### src/rtl/b1_result_collector.sv
// b1_result_collector: tags injected samples through the array latency and buffers the fully
// overlapped convolution outputs in a FWFT FIFO. Optional drop counter: B1_COLLECT_DROP_CNT_EN.
module b1_result_collector #(
   parameter int DATA_W     = 32,
   parameter int TAPS       = 3,
   parameter int LATENCY    = 4,
   parameter int FIFO_DEPTH = 8
) (
   input  logic              clk,
   input  logic              rst,
   input  logic              start,
   input  logic [7:0]        frame_len,
   input  logic              x_valid,
   input  logic [DATA_W-1:0] y_out,
   output logic [DATA_W-1:0] res_data,
   output logic              res_valid,
   input  logic              res_ready,
   output logic              res_last,
   output logic              busy,
   output logic              done,
   output logic              overflow
`ifdef B1_COLLECT_DROP_CNT_EN
   ,
   output logic [15:0]       drop_cnt
`endif
);

   localparam int AW = $clog2(FIFO_DEPTH);
   localparam int CW = AW + 1;
   localparam logic [7:0]    TAPS_8  = 8'(TAPS);
   localparam logic [7:0]    TAPS_M1 = 8'(TAPS - 1);
   localparam logic [CW-1:0] DEPTH_C = CW'(FIFO_DEPTH);
   localparam logic [CW-1:0] CNT_ONE = CW'(1);
   localparam logic [AW-1:0] PTR_ONE = AW'(1);

   typedef enum logic [1:0] {
      ST_IDLE    = 2'd0,
      ST_COLLECT = 2'd1,
      ST_DRAIN   = 2'd2
   } state_t;

   state_t             state_q, state_d;
   logic [7:0]         frame_len_q, frame_len_d;
   logic [7:0]         exp_cnt_q, exp_cnt_d;
   logic [7:0]         in_cnt_q, in_cnt_d;
   logic [7:0]         cap_cnt_q, cap_cnt_d;
   logic [LATENCY-1:0] tag_q, tag_d;
   logic [AW-1:0]      wr_ptr_q, wr_ptr_d, rd_ptr_q, rd_ptr_d;
   logic [CW-1:0]      count_q, count_d;
   logic               overflow_q, overflow_d;
   logic               done_q, done_d;
   logic [DATA_W:0]    mem_q [FIFO_DEPTH];
   logic [DATA_W:0]    head_s;
   logic               start_acc_s, in_ok_s, entry_s, tag_out_s;
   logic               empty_s, full_s, pop_s, push_s, drop_s, last_s;

   assign start_acc_s = start & (state_q == ST_IDLE);
   assign in_ok_s     = x_valid & (state_q == ST_COLLECT) & (in_cnt_q < frame_len_q);
   assign entry_s     = in_ok_s & (in_cnt_q >= TAPS_M1);
   assign tag_out_s   = tag_q[LATENCY-1];
   assign empty_s     = (count_q == {CW{1'b0}});
   assign full_s      = (count_q == DEPTH_C);
   assign pop_s       = ~empty_s & res_ready;
   // A full buffer still accepts the word when the head leaves on the same edge
   assign push_s      = tag_out_s & (~full_s | pop_s);
   assign drop_s      = tag_out_s & full_s & ~pop_s;
   assign last_s      = (cap_cnt_q == (exp_cnt_q - 8'd1));

   // Frame control: next state, counters and status flags
   always_comb begin
      state_d     = state_q;
      frame_len_d = frame_len_q;
      exp_cnt_d   = exp_cnt_q;
      in_cnt_d    = in_cnt_q;
      cap_cnt_d   = cap_cnt_q;
      overflow_d  = overflow_q | drop_s;
      done_d      = 1'b0;
      tag_d       = tag_q << 1;
      tag_d[0]    = entry_s;
      if (in_ok_s) begin
         in_cnt_d = in_cnt_q + 8'd1;
      end else begin
         in_cnt_d = in_cnt_q;
      end
      if (tag_out_s) begin
         cap_cnt_d = cap_cnt_q + 8'd1;
      end else begin
         cap_cnt_d = cap_cnt_q;
      end
      case (state_q)
         ST_IDLE: begin
            if (start) begin
               frame_len_d = frame_len;
               in_cnt_d    = 8'd0;
               cap_cnt_d   = 8'd0;
               overflow_d  = 1'b0;
               if (frame_len >= TAPS_8) begin
                  exp_cnt_d = frame_len - TAPS_8 + 8'd1;
                  state_d   = ST_COLLECT;
               end else begin
                  exp_cnt_d = 8'd0;
                  state_d   = ST_DRAIN;
               end
            end else begin
               state_d = ST_IDLE;
            end
         end
         ST_COLLECT: begin
            if (cap_cnt_q == exp_cnt_q) begin
               state_d = ST_DRAIN;
            end else begin
               state_d = ST_COLLECT;
            end
         end
         ST_DRAIN: begin
            if (empty_s) begin
               state_d = ST_IDLE;
               done_d  = 1'b1;
            end else begin
               state_d = ST_DRAIN;
            end
         end
         default: begin
            state_d = ST_IDLE;
         end
      endcase
   end

   // Result buffer pointers and occupancy
   always_comb begin
      wr_ptr_d = wr_ptr_q;
      rd_ptr_d = rd_ptr_q;
      count_d  = count_q;
      if (push_s) begin
         wr_ptr_d = wr_ptr_q + PTR_ONE;
      end else begin
         wr_ptr_d = wr_ptr_q;
      end
      if (pop_s) begin
         rd_ptr_d = rd_ptr_q + PTR_ONE;
      end else begin
         rd_ptr_d = rd_ptr_q;
      end
      if (push_s && !pop_s) begin
         count_d = count_q + CNT_ONE;
      end else if (pop_s && !push_s) begin
         count_d = count_q - CNT_ONE;
      end else begin
         count_d = count_q;
      end
   end

   // State registers; reset discards any frame in flight
   always_ff @(posedge clk) begin
      if (!rst) begin
         state_q     <= ST_IDLE;
         frame_len_q <= 8'd0;
         exp_cnt_q   <= 8'd0;
         in_cnt_q    <= 8'd0;
         cap_cnt_q   <= 8'd0;
         tag_q       <= {LATENCY{1'b0}};
         wr_ptr_q    <= {AW{1'b0}};
         rd_ptr_q    <= {AW{1'b0}};
         count_q     <= {CW{1'b0}};
         overflow_q  <= 1'b0;
         done_q      <= 1'b0;
      end else begin
         state_q     <= state_d;
         frame_len_q <= frame_len_d;
         exp_cnt_q   <= exp_cnt_d;
         in_cnt_q    <= in_cnt_d;
         cap_cnt_q   <= cap_cnt_d;
         tag_q       <= tag_d;
         wr_ptr_q    <= wr_ptr_d;
         rd_ptr_q    <= rd_ptr_d;
         count_q     <= count_d;
         overflow_q  <= overflow_d;
         done_q      <= done_d;
      end
   end

   // Buffer storage: {last, data}; contents are masked at the output while empty
   always_ff @(posedge clk) begin
      if (push_s) begin
         mem_q[wr_ptr_q] <= {last_s, y_out};
      end
   end

`ifdef B1_COLLECT_DROP_CNT_EN
   logic [15:0] drop_cnt_q, drop_cnt_d;

   // Saturating count of words lost to a full buffer
   always_comb begin
      drop_cnt_d = drop_cnt_q;
      if (start_acc_s) begin
         drop_cnt_d = 16'd0;
      end else if (drop_s && (drop_cnt_q != 16'hFFFF)) begin
         drop_cnt_d = drop_cnt_q + 16'd1;
      end else begin
         drop_cnt_d = drop_cnt_q;
      end
   end

   // Drop counter register
   always_ff @(posedge clk) begin
      if (!rst) begin
         drop_cnt_q <= 16'd0;
      end else begin
         drop_cnt_q <= drop_cnt_d;
      end
   end

   assign drop_cnt = drop_cnt_q;
`endif

   assign head_s    = mem_q[rd_ptr_q];
   assign res_valid = ~empty_s;
   assign res_data  = empty_s ? {DATA_W{1'b0}} : head_s[DATA_W-1:0];
   assign res_last  = ~empty_s & head_s[DATA_W];
   assign busy      = (state_q != ST_IDLE);
   assign done      = done_q;
   assign overflow  = overflow_q;

endmodule

### config.mk
export PLATFORM = sky130hd
export DESIGN_NAME = b1_result_collector
export DESIGN_NICKNAME = d
export VERILOG_FILES = /design/src/rtl/b1_result_collector.sv
export SDC_FILE = /design/constraint.sdc
export NUM_CORES = 1
export LEC_CHECK = 0
export CORE_AREA = 5 5 176 136
export CTS_CLUSTER_SIZE = 8
export DETAILED_ROUTE_END_ITERATION = 7
export DIE_AREA = 0 0 181 141
export PLACE_DENSITY = 0.79
export SYNTH_ARGS = -nofsm -noshare
export SYNTH_HDL_FRONTEND = slang
export SYNTH_SLANG_ARGS = --single-unit
export TNS_END_PERCENT = 10
### constraint.sdc
create_clock -name clk -period 6.5 [get_ports clk]
set_input_delay 1.625 -clock clk [delete_from_list [all_inputs] [get_ports clk]]
set_output_delay 1.625 -clock clk [all_outputs]
set_load 0.02 [all_outputs]
* After elaboration in Yosys (flattened, before gate mapping) *
Memory sizes are Yosys's and may differ from the RTL's. A register that Yosys moved wholly into a read port is not among the register bits.
Cells that the tools add are included.
Widths: inputs -> output; s select.

word-level totals
  register bits after elaboration = 50
  memories kept = 1
  output and inout port bits = 37
  memory bits (writable) = 264

memories
  memory  words  width  read ports  clocked after memory_dff  write ports  line  RTL
  mem_q   8      33     1           1                         1            52    logic [DATA_W:0] mem_q [FIFO_DEPTH];

operators by class
  reduce and logical (&&, ||, !) cells = 10
  mux-type cells = 22
  add/subtract/negate cells = 9
  bitwise logic cells = 13
  equality and inequality tests = 5
  $lt $le $gt $ge = 3

operators by type and width
  operator             number
  $mux 8               7
  $mux 32              1
  $add 8x1->8 const B  3
  $eq 8x8->1           2
  $ge 8x2->1 const B   2
  $and 1x1->1          8
  $lt 8x8->1           1
  $mux 2               4
  $mux 4               2
  $sub 8x1->8 const B  1
  $sub 8x2->8 const B  1
  $add 3x1->3 const B  2
  $mux 3               2
  $pmux 2 s3           1
  $mux 1               5
  $add 4x1->4 const B  1
  $eq 4x4->1 const B   1
  $logic_not 4->1      1
  $reduce_and 2->1     2
  $reduce_bool 2->1    2
  $sub 4x1->4 const B  1
  $not 1->1            3
  $eq 2x1->1 const B   1
  $eq 2x2->1 const B   1
  4 further kinds      7

* Depth between registers and ports, before layout *
  depth in word-level cells = 9
  mapped depth = 11

* Worst setup path before layout *
OpenSTA, ideal clock, no wires.

  path kind = input-to-reg
  start point = input res_ready
  end point = memory mem_q[1][0] in the netlist's numbering (enable)
  path slack = 1.483 ns
  stages on the path = 4
  required time = 6.036 ns
  data arrival time = 4.552 ns
  path through = inv_1 -> a31oi_1 -> nand2_1 -> nor3_1

on the way
  cells in the longest elaborated chain, start to end = 5

RTL lines
  element                       line  RTL
  from (decl)                   17    input logic res_ready,
  $and 1x1->1                   63    assign pop_s = ~empty_s & res_ready;
  $or 1x1->1                    65    assign push_s = tag_out_s & (~full_s | pop_s);
  $and 1x1->1                   65
  via push_s                    55    logic empty_s, full_s, pop_s, push_s, drop_s, last_s;
  $mux 1                        184   if (push_s) begin
  $mux 1 (implied by the code)  185   mem_q[wr_ptr_q] <= {last_s, y_out};
  to (decl)                     52

The timed path passes the listed nets, and every way through them passes these cells.

==> impl.org <==
** Finish
- Post-route cell area :: 15200 um2
- Number of filler cells placed in the layout :: 1363
- In the final layout, the share of cells above drive strength 1 is 0.168.
- The number of antenna diodes in the final layout is 0.
- Most frequent cells in the layout :: sky130_fd_sc_hd__edfxtp_1, sky130_fd_sc_hd__clkdlybuf4s50_1, sky130_fd_sc_hd__mux4_2
- The library cell used most frequently in the layout, excluding fill and tap cells, is sky130_fd_sc_hd__edfxtp_1.
- Net count of the finished layout :: 912
- The area growth from synthesis to layout is 19.0%.

** Placement
- HPWL reported at the end of detailed placement :: 15400 um
- At the end of routability-driven placement, the weighted congestion stood at 0.817.
- Total placed instance area :: 13900 um2
- At the placement stage, the worst setup path has a slack of 1.81 ns.
- Port Buf Inserts :: 81

** Detailed routing
- Routed via count divided by cell count :: 5.89
- After detailed routing, the number of remaining DRC violations is 0.
- Vias after detailed routing :: 6866
- DRC violation total after the first TritonRoute iteration :: 605
- Antenna violation net count after detailed routing :: 0
- Routed WL :: 26500 um
- After detailed routing, the average wire length per cell comes to 22.7 um.
- DR pass1 iterations :: 5

** Worst setup path
- The worst setup path is captured at an output pin.
- The worst register-to-register path begins at count_q[0].
- Along the worst path, the maximum fanout reaches 55.
- Sort of element at the start of the critical path :: flip-flop
- Cell chain of the critical path :: buf_4 -> mux4_2 -> mux2i_1 -> nor2_1 -> clkdlybuf4s50_1
- For the worst setup path, the data required time is 4.88 ns.
- On the critical path, the stage with the largest delay is an instance of sky130_fd_sc_hd__dfxtp_4.
- Reg-to-reg slack, setup :: 2.74 ns
- The worst setup path is of the reg -> out kind.
- The number of cells on the worst reg-to-reg path is 11.
- Worst flop-to-flop path endpoint :: count_q[3]
- Data arrives at the worst endpoint at 3.41 ns.
- For this run, the slowest stage of the critical path takes 1.07 ns.

** Clocking
- Number of setup buffers added after CTS :: 0
- The clock tree synthesis step divided the H-tree into 2 levels.
- Clock latency on the worst-skew pair, taken at its later pin, is 0.52 ns.
- Post-cts gate resize count :: 0
- Number of buffers on the longest clock path :: 3
- Number of buffers inserted during clock tree synthesis :: 45
- CTS tree :: done
- Clock-pin slew reported for the worst setup and hold paths after clock tree synthesis :: 0.05 ns
- Total number of clock tree sinks :: 317
- After clock tree synthesis, the flow added hold-fix buffers numbering 0.
- Clock tree synthesis selected as its root buffer the cell sky130_fd_sc_hd__clkbuf_16.

** Synth
- Post-Syn Area per Cell :: 17.2 um2
- Number of standard cells after synthesis :: 742
- Main combinational cell family by area after synthesis :: multiplexers
- Of the total synthesized cell area, the portion taken by AND, OR, NAND and NOR gates is 0.0613.
- The synthesized design contains 264 enable-type register cells.
- For this run, the leading register cell type out of synthesis is sky130_fd_sc_hd__edfxtp_1.
- Number of synthesized register bits :: 317
- Compound-gate portion of the synthesized area :: 0.0260
- Counting every net in the synthesized netlist gives 805.
- Sequential element share of the synthesized area :: 0.706
- Of the total synthesized cell area, the portion taken by full adders, half adders and majority gates is 0.0183.
- Library cells used by synthesis :: 49
- The Yosys step of the flow raised 0 warnings.
- Cell Area, Synth :: 12700 um2
- Async SR Flop Fraction :: 0
- Of the total synthesized cell area, the portion taken by XOR and XNOR cells is 0.0255.
- Measured against the total synthesized area, the mux share comes to 0.147.

** Hold path
- In this run the most critical hold path is launched from tag_q[0].
- The path with the worst hold slack has its endpoint at tag_q[1].
- Hold Path Stages :: 1
- Hold crit path type :: reg -> reg

** Timing
- The clock period could shrink to 5.03 ns.
- The number of hold violations in the final report was 0.
- In the finished design, the share of the clock period the worst path needs comes to 0.774.
- Setup repair after global routing left no endpoint under its margin.
- Setup-violating endpoint count in the final report :: 0
- Slew headroom :: 0.166
- Slew @ Worst Pin :: 1.25 ns
- The number of max-slew violations in the final report came to 0.
- Once routing completed, OpenROAD measured the worst setup slack at 1.47 ns.
- Post-route worst hold slack :: 0.443 ns
- Based on the critical path, the design can be clocked at up to 0.199 GHz.
- Setup Skew :: 0.00712 ns
- Setup total negative slack :: 0 ns

** Power
- Total power after layout :: 5540 uW
- Total power per unit cell area :: 366 nW/um2
- IR analysis of the VDD net gives a maximum drop of 0.218 mV.
- The analysis attributes to cell leakage a power of 0.00486 uW.

** Global routing
- In the global route stage, met3 resource usage came out at 0.0408.
- Global-route track usage on met1 :: 0.279
- For this run, the total global-route usage over all layers was measured as 0.208.
- Via count of the first global-routing pass :: 7261
- The layer flagged by global routing as most heavily used is met2.
- The initial antenna violation count was 0.
- Maximum number of pins on one net before global-route repair :: 56
- For met2 alone, demand over resource in global routing was 0.350.
- First-pass GRT wire length :: 41300 um
- After global routing the overflow that remains totals 0.

** Die
- During I/O placement, the number of pins put on the boundary was 82.
- Die height :: 141 um
- Die Wd :: 181 um
- Site Rows :: 48
- For this configuration, the core starts out at a cell density of 0.571.
- The floorplan step defined a die boundary enclosing 25500 um2.
- Area of the placeable core :: 22300 um2

** Job
- The tool flagged a number of max-cap violations equal to 0.

** Run status
- The run finished with clean final reports.
per-stage QoR:
step / std cells / utilization
final: 1165 / 0.680
after global routing: 1165 / 0.680
after CTS: 1165 / 0.680
after detailed placement: 1102 / 0.625
after global placement: 1102 / 0.625
after floorplan: 742 / -
synthesized netlist by cell type, types with 2 or more instances:
cell type | count | share of area
sky130_fd_sc_hd__edfxtp_1 | 264 | 0.62
sky130_fd_sc_hd__nor2_1 | 71 | 0.021
sky130_fd_sc_hd__mux4_2 | 66 | 0.12
sky130_fd_sc_hd__dfxtp_1 | 53 | 0.083
sky130_fd_sc_hd__nand2_1 | 44 | 0.013
sky130_fd_sc_hd__mux2i_1 | 39 | 0.031
sky130_fd_sc_hd__inv_1 | 21 | 0.0062
sky130_fd_sc_hd__xor2_1 | 19 | 0.013
sky130_fd_sc_hd__a21oi_1 | 18 | 0.0071
sky130_fd_sc_hd__xnor2_1 | 18 | 0.012
sky130_fd_sc_hd__clkbuf_1 | 17 | 0.0050
sky130_fd_sc_hd__ha_1 | 17 | 0.017
sky130_fd_sc_hd__nor3_1 | 11 | 0.0043
sky130_fd_sc_hd__o21ai_0 | 9 | 0.0035
sky130_fd_sc_hd__buf_2 | 7 | 0.0028
sky130_fd_sc_hd__nand3_1 | 7 | 0.0028
sky130_fd_sc_hd__nand4_1 | 6 | 0.0029
sky130_fd_sc_hd__or3_1 | 6 | 0.0029
sky130_fd_sc_hd__and2_1 | 5 | 0.0025
sky130_fd_sc_hd__buf_1 | 5 | 0.0015
sky130_fd_sc_hd__a211oi_1 | 4 | 0.0024
sky130_fd_sc_hd__nand2b_1 | 3 | 0.0015
sky130_fd_sc_hd__a2111oi_4 | 2 | 0.0043
sky130_fd_sc_hd__and3_1 | 2 | 0.00098
sky130_fd_sc_hd__and4_1 | 2 | 0.0014
sky130_fd_sc_hd__nor4_1 | 2 | 0.00098
sky130_fd_sc_hd__or3_2 | 2 | 0.0012
how the worst max path moves through the flow:
| stage | startpoint | depth (start not counted) | slack, ns | to |
|---|---|---|---|---|
| final | flip-flop | 5 | 1.47 | res_data[8] |
| after global routing | flip-flop | 5 | 1.15 | res_data[25] |
| after CTS | flip-flop | 5 | 1.38 | res_data[8] |
| after detailed placement | res_ready | 5 | 1.81 | mem_q[3][20] |
| after global placement | flip-flop | 5 | 1.99 | res_data[2] |
| after floorplan | res_ready | 4 | 1.48 | mem_q[1][0] |
sequential cells by signal, indices dropped and copies added (netlist names), named ones only:
name         flops
mem_q          264
rd_ptr_q         3
in_cnt_q         8
cap_cnt_q        8
tag_q            4
wr_ptr_q         3
state_q          2
exp_cnt_q        8
frame_len_q      8
done             1
count_q          4
overflow         1
worst max-delay path, delay by kind of cell (launching register included):
| kind | cells | cell delay (ns) |
|---|---|---|
| simple gates | 1 | 0.07 |
| mux | 2 | 0.71 |
| flops | 1 | 1.07 |
| buf+inv | 2 | 1.00 |
final cells by class:
class	count	area [um2]	area share
clock inverter	4	42.5	0.00281
sequential	317	8990	0.594
tap	300	375	0.0248
multi-input combinational	375	3610	0.238
timing repair buffer	89	871	0.0575
inverter	21	78.8	0.00520
clock buffer	59	1180	0.0778
where the power goes:
part	internal, uW	switching, uW	total (uW)	leakage, uW
registers	2230	116	2350	0.00280
logic	563	583	1150	0.00147
clock network	1250	794	2040	0.000594
total	4050	1490	5540	0.00486
per-layer routing:
metal	up-vias	share of wire
met2	236	0.50
li1	3079	-
met4	0	0.026
met3	56	0.055
met1	3495	0.41
met5	-	0
cells by family after synthesis:
kind of cell               Yosys count
xor gates and xnor gates            37
buffers and inverters               50
DFF                                317
adders and majority gates           18
AOI/OAI and AO/OA                   46
and+or+nand+nor                    169
muxes                              105
No activity file was read; power rests on OpenSTA's default activity.
